--- config.mk ---
export PLATFORM = sky130hd
export DESIGN_NAME = mat_mult_seq
export DESIGN_NICKNAME = d
export VERILOG_FILES = /design/src/rtl/mat_mult_seq_pkg.sv /design/src/rtl/mat_mult_seq_mac.sv /design/src/rtl/mat_mult_seq.sv
export SDC_FILE = /design/constraint.sdc
export NUM_CORES = 1
export LEC_CHECK = 0
export CAP_MARGIN = 10
export CORE_UTILIZATION = 40
export CTS_BUF_LIST = sky130_fd_sc_hd__clkbuf_2 sky130_fd_sc_hd__clkbuf_4 sky130_fd_sc_hd__clkbuf_8
export DETAILED_ROUTE_END_ITERATION = 8
export PLACE_DENSITY = 0.74
export SETUP_SLACK_MARGIN = 0.15
export SLEW_MARGIN = 20
export SYNTH_ARGS = -nofsm -noshare
export SYNTH_HDL_FRONTEND = slang
export SYNTH_SLANG_ARGS = --single-unit
--- constraint.sdc ---
create_clock -name clk -period 12.42 [get_ports clk]
set_input_delay 1.863 -clock clk [delete_from_list [all_inputs] [get_ports clk]]
set_output_delay 1.863 -clock clk [all_outputs]
set_load 0.1 [all_outputs]
--- src/rtl/mat_mult_seq_pkg.sv ---
// -----------------------------------------------------------------------------
// matmul_pkg: shared types and width helpers for the sequential N x N matrix
// multiplier (mat_mult_seq) and its multiply-accumulate unit (mat_mac).
//   mm_state_t : controller states IDLE / MAC / OUT / DONE
//   idx_width  : index counter width, max(1, clog2(N))
//   acc_width  : accumulator width, 2*DATA_W + clog2(N); wide enough for N
//                full-scale products, so the sum can never wrap
//   max_int    : larger of two integers (used to size comparisons)
// -----------------------------------------------------------------------------
package matmul_pkg;

  typedef enum logic [1:0] {
    IDLE = 2'd0,
    MAC  = 2'd1,
    OUT  = 2'd2,
    DONE = 2'd3
  } mm_state_t;

  function automatic int idx_width(input int n);
    return (n > 2) ? $clog2(n) : 1;
  endfunction

  function automatic int acc_width(input int data_w, input int n);
    return 2 * data_w + $clog2(n);
  endfunction

  function automatic int max_int(input int a, input int b);
    return (a > b) ? a : b;
  endfunction

endpackage

--- src/rtl/mat_mult_seq_mac.sv ---
// -----------------------------------------------------------------------------
// mat_mac: single multiply-accumulate unit for mat_mult_seq.
//   clk, reset : clock, asynchronous active-high reset
//   clear      : zero the accumulator (start of a new element)
//   en         : add a*b into the accumulator this cycle
//   a, b       : unsigned operands, DATA_W bits
//   sum        : accumulator + a*b, i.e. the value the accumulator takes on
//                an enabled edge; lets the controller capture the final sum
//                on the same edge as the last product is added
// -----------------------------------------------------------------------------
module mat_mac #(
  parameter int DATA_W = 8,
  parameter int ACC_W  = 18
) (
  input  logic              clk,
  input  logic              reset,
  input  logic              clear,
  input  logic              en,
  input  logic [DATA_W-1:0] a,
  input  logic [DATA_W-1:0] b,
  output logic [ACC_W-1:0]  sum
);

  logic [2*DATA_W-1:0] prod_s;
  logic [ACC_W-1:0]    acc_r;

  // Full-width product and the running sum including it
  always_comb begin
    prod_s = {{DATA_W{1'b0}}, a} * {{DATA_W{1'b0}}, b};
    sum    = acc_r + ACC_W'(prod_s);
  end

  // Accumulator register: cleared per element, advanced once per MAC cycle
  always_ff @(posedge clk or posedge reset) begin
    if (reset) begin
      acc_r <= '0;
    end else if (clear) begin
      acc_r <= '0;
    end else if (en) begin
      acc_r <= sum;
    end
  end

endmodule

--- src/rtl/mat_mult_seq.sv ---
// -----------------------------------------------------------------------------
// mat_mult_seq: sequential N x N unsigned matrix multiplier, C = A * B, using
// one MAC per cycle. Operands are latched on start; each C element is streamed
// in row-major order over a valid/ready handshake.
//   clk, reset         : clock, asynchronous active-high reset
//   start              : request, sampled only while idle
//   a_flat, b_flat     : operand matrices, element [r][c] at (r*N+c)*DATA_W
//   busy               : high in every state except IDLE
//   done               : one-cycle pulse after the last element is accepted
//   out_valid/out_ready: result handshake
//   out_data           : C[out_row][out_col]
//   out_row, out_col   : element indices
//   out_sat            : element was clamped (only with MATMUL_SAT_EN)
// Build option: define MATMUL_SAT_EN to saturate results to 2^RES_W-1;
// otherwise results are truncated modulo 2^RES_W.
// -----------------------------------------------------------------------------
module mat_mult_seq
  import matmul_pkg::*;
#(
  parameter int  N      = 3,
  parameter int  DATA_W = 8,
  parameter int  RES_W  = 16,
  localparam int IDX_W  = idx_width(N)
) (
  input  logic                    clk,
  input  logic                    reset,
  input  logic                    start,
  input  logic [N*N*DATA_W-1:0]   a_flat,
  input  logic [N*N*DATA_W-1:0]   b_flat,
  output logic                    busy,
  output logic                    done,
  output logic                    out_valid,
  input  logic                    out_ready,
  output logic [RES_W-1:0]        out_data,
  output logic [IDX_W-1:0]        out_row,
  output logic [IDX_W-1:0]        out_col
`ifdef MATMUL_SAT_EN
  ,
  output logic                    out_sat
`endif
);

  localparam int ACC_W  = acc_width(DATA_W, N);
  localparam int CMP_W  = max_int(ACC_W, RES_W);
  localparam int FLAT_W = $clog2(N * N);
  localparam logic [IDX_W-1:0] LAST_IDX = IDX_W'(N - 1);

  mm_state_t          state_r, next_state_s;
  logic [DATA_W-1:0]  a_mem_r [N*N];
  logic [DATA_W-1:0]  b_mem_r [N*N];
  logic [IDX_W-1:0]   i_r, j_r, k_r;
  logic [FLAT_W-1:0]  a_idx_s, b_idx_s;
  logic [ACC_W-1:0]   sum_s;
  logic [CMP_W-1:0]   sum_ext_s;
  logic [RES_W-1:0]   res_s;
  logic               accept_s, last_k_s, last_elem_s;
  logic               mac_clear_s, mac_en_s;
  logic               busy_nx_s, valid_nx_s, done_nx_s;
`ifdef MATMUL_SAT_EN
  localparam logic [CMP_W-1:0] RES_MAX = CMP_W'({RES_W{1'b1}});
  logic               sat_s;
`endif

  // Operand selection and iteration status
  always_comb begin
    a_idx_s     = FLAT_W'(i_r) * FLAT_W'(N) + FLAT_W'(k_r);
    b_idx_s     = FLAT_W'(k_r) * FLAT_W'(N) + FLAT_W'(j_r);
    last_k_s    = (k_r == LAST_IDX);
    last_elem_s = (i_r == LAST_IDX) && (j_r == LAST_IDX);
    accept_s    = out_valid && out_ready;
  end

  mat_mac #(
    .DATA_W (DATA_W),
    .ACC_W  (ACC_W)
  ) u_mac (
    .clk   (clk),
    .reset (reset),
    .clear (mac_clear_s),
    .en    (mac_en_s),
    .a     (a_mem_r[a_idx_s]),
    .b     (b_mem_r[b_idx_s]),
    .sum   (sum_s)
  );

  // Reduction of the final sum to the output width
  always_comb begin
    sum_ext_s = CMP_W'(sum_s);
`ifdef MATMUL_SAT_EN
    if (sum_ext_s > RES_MAX) begin
      res_s = {RES_W{1'b1}};
      sat_s = 1'b1;
    end else begin
      res_s = RES_W'(sum_ext_s);
      sat_s = 1'b0;
    end
`else
    res_s = RES_W'(sum_ext_s);
`endif
  end

  // State register
  always_ff @(posedge clk or posedge reset) begin
    if (reset) begin
      state_r <= IDLE;
    end else begin
      state_r <= next_state_s;
    end
  end

  // Next-state logic
  always_comb begin
    next_state_s = state_r;
    case (state_r)
      IDLE: begin
        if (start) next_state_s = MAC;
        else       next_state_s = IDLE;
      end
      MAC: begin
        if (last_k_s) next_state_s = OUT;
        else          next_state_s = MAC;
      end
      OUT: begin
        if (accept_s) next_state_s = last_elem_s ? DONE : MAC;
        else          next_state_s = OUT;
      end
      DONE:    next_state_s = IDLE;
      default: next_state_s = IDLE;
    endcase
  end

  // Output decode: next values of the registered status outputs, MAC control.
  // done is registered off the DONE state so it shows in the cycle after it.
  always_comb begin
    busy_nx_s   = (next_state_s != IDLE);
    valid_nx_s  = (next_state_s == OUT);
    done_nx_s   = (state_r == DONE);
    mac_en_s    = (state_r == MAC);
    mac_clear_s = ((state_r == IDLE) && start) || ((state_r == OUT) && accept_s);
  end

  // Operand latch and i/j/k iteration
  always_ff @(posedge clk or posedge reset) begin
    if (reset) begin
      for (int e = 0; e < N * N; e++) begin
        a_mem_r[e] <= '0;
        b_mem_r[e] <= '0;
      end
      i_r <= '0;
      j_r <= '0;
      k_r <= '0;
    end else begin
      case (state_r)
        IDLE: begin
          if (start) begin
            for (int e = 0; e < N * N; e++) begin
              a_mem_r[e] <= a_flat[e*DATA_W +: DATA_W];
              b_mem_r[e] <= b_flat[e*DATA_W +: DATA_W];
            end
            i_r <= '0;
            j_r <= '0;
            k_r <= '0;
          end
        end
        MAC: begin
          k_r <= last_k_s ? '0 : k_r + IDX_W'(1);
        end
        OUT: begin
          if (accept_s && !last_elem_s) begin
            if (j_r == LAST_IDX) begin
              j_r <= '0;
              i_r <= i_r + IDX_W'(1);
            end else begin
              j_r <= j_r + IDX_W'(1);
            end
            k_r <= '0;
          end
        end
        default: begin
        end
      endcase
    end
  end

  // Registered status outputs and the result element (captured with the last product)
  always_ff @(posedge clk or posedge reset) begin
    if (reset) begin
      busy      <= 1'b0;
      done      <= 1'b0;
      out_valid <= 1'b0;
      out_data  <= '0;
      out_row   <= '0;
      out_col   <= '0;
`ifdef MATMUL_SAT_EN
      out_sat   <= 1'b0;
`endif
    end else begin
      busy      <= busy_nx_s;
      done      <= done_nx_s;
      out_valid <= valid_nx_s;
      if ((state_r == MAC) && last_k_s) begin
        out_data <= res_s;
        out_row  <= i_r;
        out_col  <= j_r;
`ifdef MATMUL_SAT_EN
        out_sat  <= sat_s;
`endif
      end
    end
  end

endmodule

==> results.json <==
{
  "syn_to_final_growth_pct": 20.9,
  "clkLatencyLatePin_ns": 0.48,
  "synth-compound-area-share": 0.0684,
  "setup_violations": 0,
  "routed_via_density": 5.15,
  "cp_num_buf_inv": 5,
  "maxSlewHeadroom": 0.344,
  "cp.arrival_ns": 7.62,
  "cts_tree": "yes",
  "cts.sinks": 191,
  "dr.pass1.iters": 5,
  "grtUsageTotal": 0.189,
  "synth.distinct_cells": 59,
  "netlist_instances": 947,
  "syn_avg_cell_area_um2": 12.1,
  "grt_pass1_vias": 8178,
  "syn_nets": 1192,
  "wl_um": 26100,
  "grt_max_degree": 119,
  "run_status": "finished clean",
  "post-place-cells": 1455,
  "finClkSkew_ns": 0.0172,
  "layout-drive-gt1-share": 0.207,
  "path_cells": "inv_1 -> fa_1 -> inv_1 -> ha_1 -> fa_1 -> or3b_4 -> nor2_8 -> a21oi_4 -> or2_1 -> fa_1 -> inv_1 -> fa_1 -> inv_1 -> fa_1 -> inv_1 -> fa_1 -> ha_1 -> a21o_1 -> a31o_2 -> a21o_1 -> or3_1 -> a32o_1",
  "crit_path_top_delay_cell": "fa_1",
  "synth_xor_area_frac": 0.00534,
  "post_cts_buffers": 0,
  "finalCritPeriodShare": 0.585,
  "crit_path_frequent_cell": "fa_1",
  "yosysWarnings": 0,
  "worst_slew_pin_slew_ns": 0.981,
  "nNetsFinal": 1341,
  "core-area_um2": 28000,
  "drv_cap": 0,
  "worstSetupStartpointType": "flip-flop",
  "grt_first_pass_wirelength_um": 42900,
  "initial_core_util": 0.410,
  "dp_hpwl_um": 19900,
  "finalSetupTns_ns": 0,
  "ys.flop_type": "dfrtp_1",
  "rows": 61,
  "die_x_um": 171,
  "die_area_um2": 29400,
  "critPathKind": "reg2reg",
  "hold_class": "reg2reg",
  "synth_fa_ha_area_frac": 0.141,
  "synth_seq_cells": 191,
  "avgRoutedWirePerCell_um": 17.4,
  "ys_seq_area_frac": 0.416,
  "hold_slack_ns": 0.485,
  "drv_slew": 0,
  "slowest_delay_ns": 0.70,
  "drt_iter0_drc": 526,
  "endpoint_kind": "flip-flop",
  "clk_pin_slew_ns": 0.10,
  "cp_max_fo": 10,
  "cts_max_path_buffers": 2,
  "grt_overflow": 0,
  "num_vias": 7698,
  "stdcell_count": 1494,
  "drc": 0,
  "antenna_found_initial": 7,
  "muxShareOfSynthArea": 0.225,
  "fmax_mhz": 138,
  "fin_util": 0.495,
  "cts_resized": 0,
  "io_pins": 171,
  "rsz0062_at_grt": "false",
  "cts_inserted_buffers": 17,
  "port_buffers": 170,
  "synth_top_family_by_area": "multiplexers",
  "yosys.area_share.simple": 0.0872,
  "cts-root-buf": "clkbuf_8",
  "crit_family": "adder cells",
  "crit_required_ns": 12.78,
  "ant_nets": 0,
  "period_needed_ns": 7.26,
  "htree_levels": 4,
  "synth_area_um2": 11500,
  "holdBufCountCts": 0,
  "synth-edff-count": 0,
  "die_h_um": 171,
  "routabilityCongestion": 0.885,
  "finalHoldViolations": 0,
  "synthArstFlopShare": 1.00
}
==> per-layer routing <==
metal	track usage	vias up	part of all wire	wire [um]
li1	-	3560	-	-
met1	0.241	3868	0.43	11300
met5	0	-	0.00042	11
met4	0.0664	2	0.021	552
met2	0.309	230	0.48	12500
met3	0.0520	38	0.065	1700
==> final timing paths <==
check / start / endpoint / slack (ns) / depth (start not counted)
max: k_r[1] / u_mac.acc_r[13] / 5.16 / 22
min: out_data[3] / out_data[3] / 0.48 / 2
max reg2reg: k_r[1] / u_mac.acc_r[13] / 5.16 / 22
min reg2reg: out_data[3] / out_data[3] / 0.48 / 2
max in group asynchronous: reset / b_mem_r[16] / 9.03 / 3
min in group asynchronous: reset / out_col[1] / 1.95 / 2
==> cells in the mapped netlist (all sizes together) (8+ instances only) <==
cell / number / share of area
a21oi: 21 / 0.016
a22o: 8 / 0.0061
buf: 32 / 0.017
clkbuf: 15 / 0.0050
dfrtp: 191 / 0.42
fa: 54 / 0.094
ha: 43 / 0.047
inv: 104 / 0.034
mux2: 147 / 0.14
mux2i: 17 / 0.015
mux4: 32 / 0.066
nand2: 58 / 0.020
nand2b: 17 / 0.0093
nand3: 10 / 0.0044
nor2: 61 / 0.022
nor2b: 10 / 0.0055
o21ai: 28 / 0.013
==> cells by family after synthesis <==
group / Yosys count
adders and majority gates: 97
DFF: 191
xor gates and xnor gates: 7
muxes: 196
and+or+nand+nor: 200
AOI/OAI and AO/OA: 105
buffers and inverters: 151
==> layout by cell type, fill, tap and decap left out, drive strengths merged, types with 4 or more instances in the layout <==
cell and count:
a21o 7, inv 111, mux2 147, diode 7, or2 6, a22o 8, a211o 5, o21ai 28
nand4 7, o21a 7, mux2i 17, nor3 6, fa 54, nor2b 10, clkinv 4, a21oi 21
nand3 10, nand2 58, nand2b 17, clkbuf 21, nor2 61, and2 7, ha 43, dfrtp 191
buf 7, mux4 32, a31o 4, xnor2 5, clkdlybuf4s50 170
==> registers in the layout, summed over array words and instances (netlist names), 16 cells and up <==
register / flops
a_mem_r: 72
b_mem_r: 72
out_data: 16
u_mac.acc_r: 16
==> through the flow <==
stage | worst slack (ns) | area (um^2)
after floorplan | 5.36 | 11500
after global placement | 5.28 | 13500
after detailed placement | 5.19 | 13500
after CTS | 5.16 | 13900
after global routing | 4.90 | 13900
final | 5.16 | 13900
==> worst min-delay path: cells and delay by family (launching register included) <==
kind,cells,cell delay [ns]
DFF,1,0.36
and+or+nand+nor,2,0.10
==> area by class of cell <==
class / count / area, um^2
clock buffers: 21 / 283
repair buffers: 177 / 1750
multi-input cells: 605 / 6060
fillers: 2473 / 14100
well taps: 378 / 473
flip-flops and latches: 191 / 4780
diodes: 7 / 17.5
clock inverters: 11 / 114
inverters: 104 / 398
Power is not shown: default switching activity piles up to over one toggle a cycle in this logic, so the estimate is an artifact.
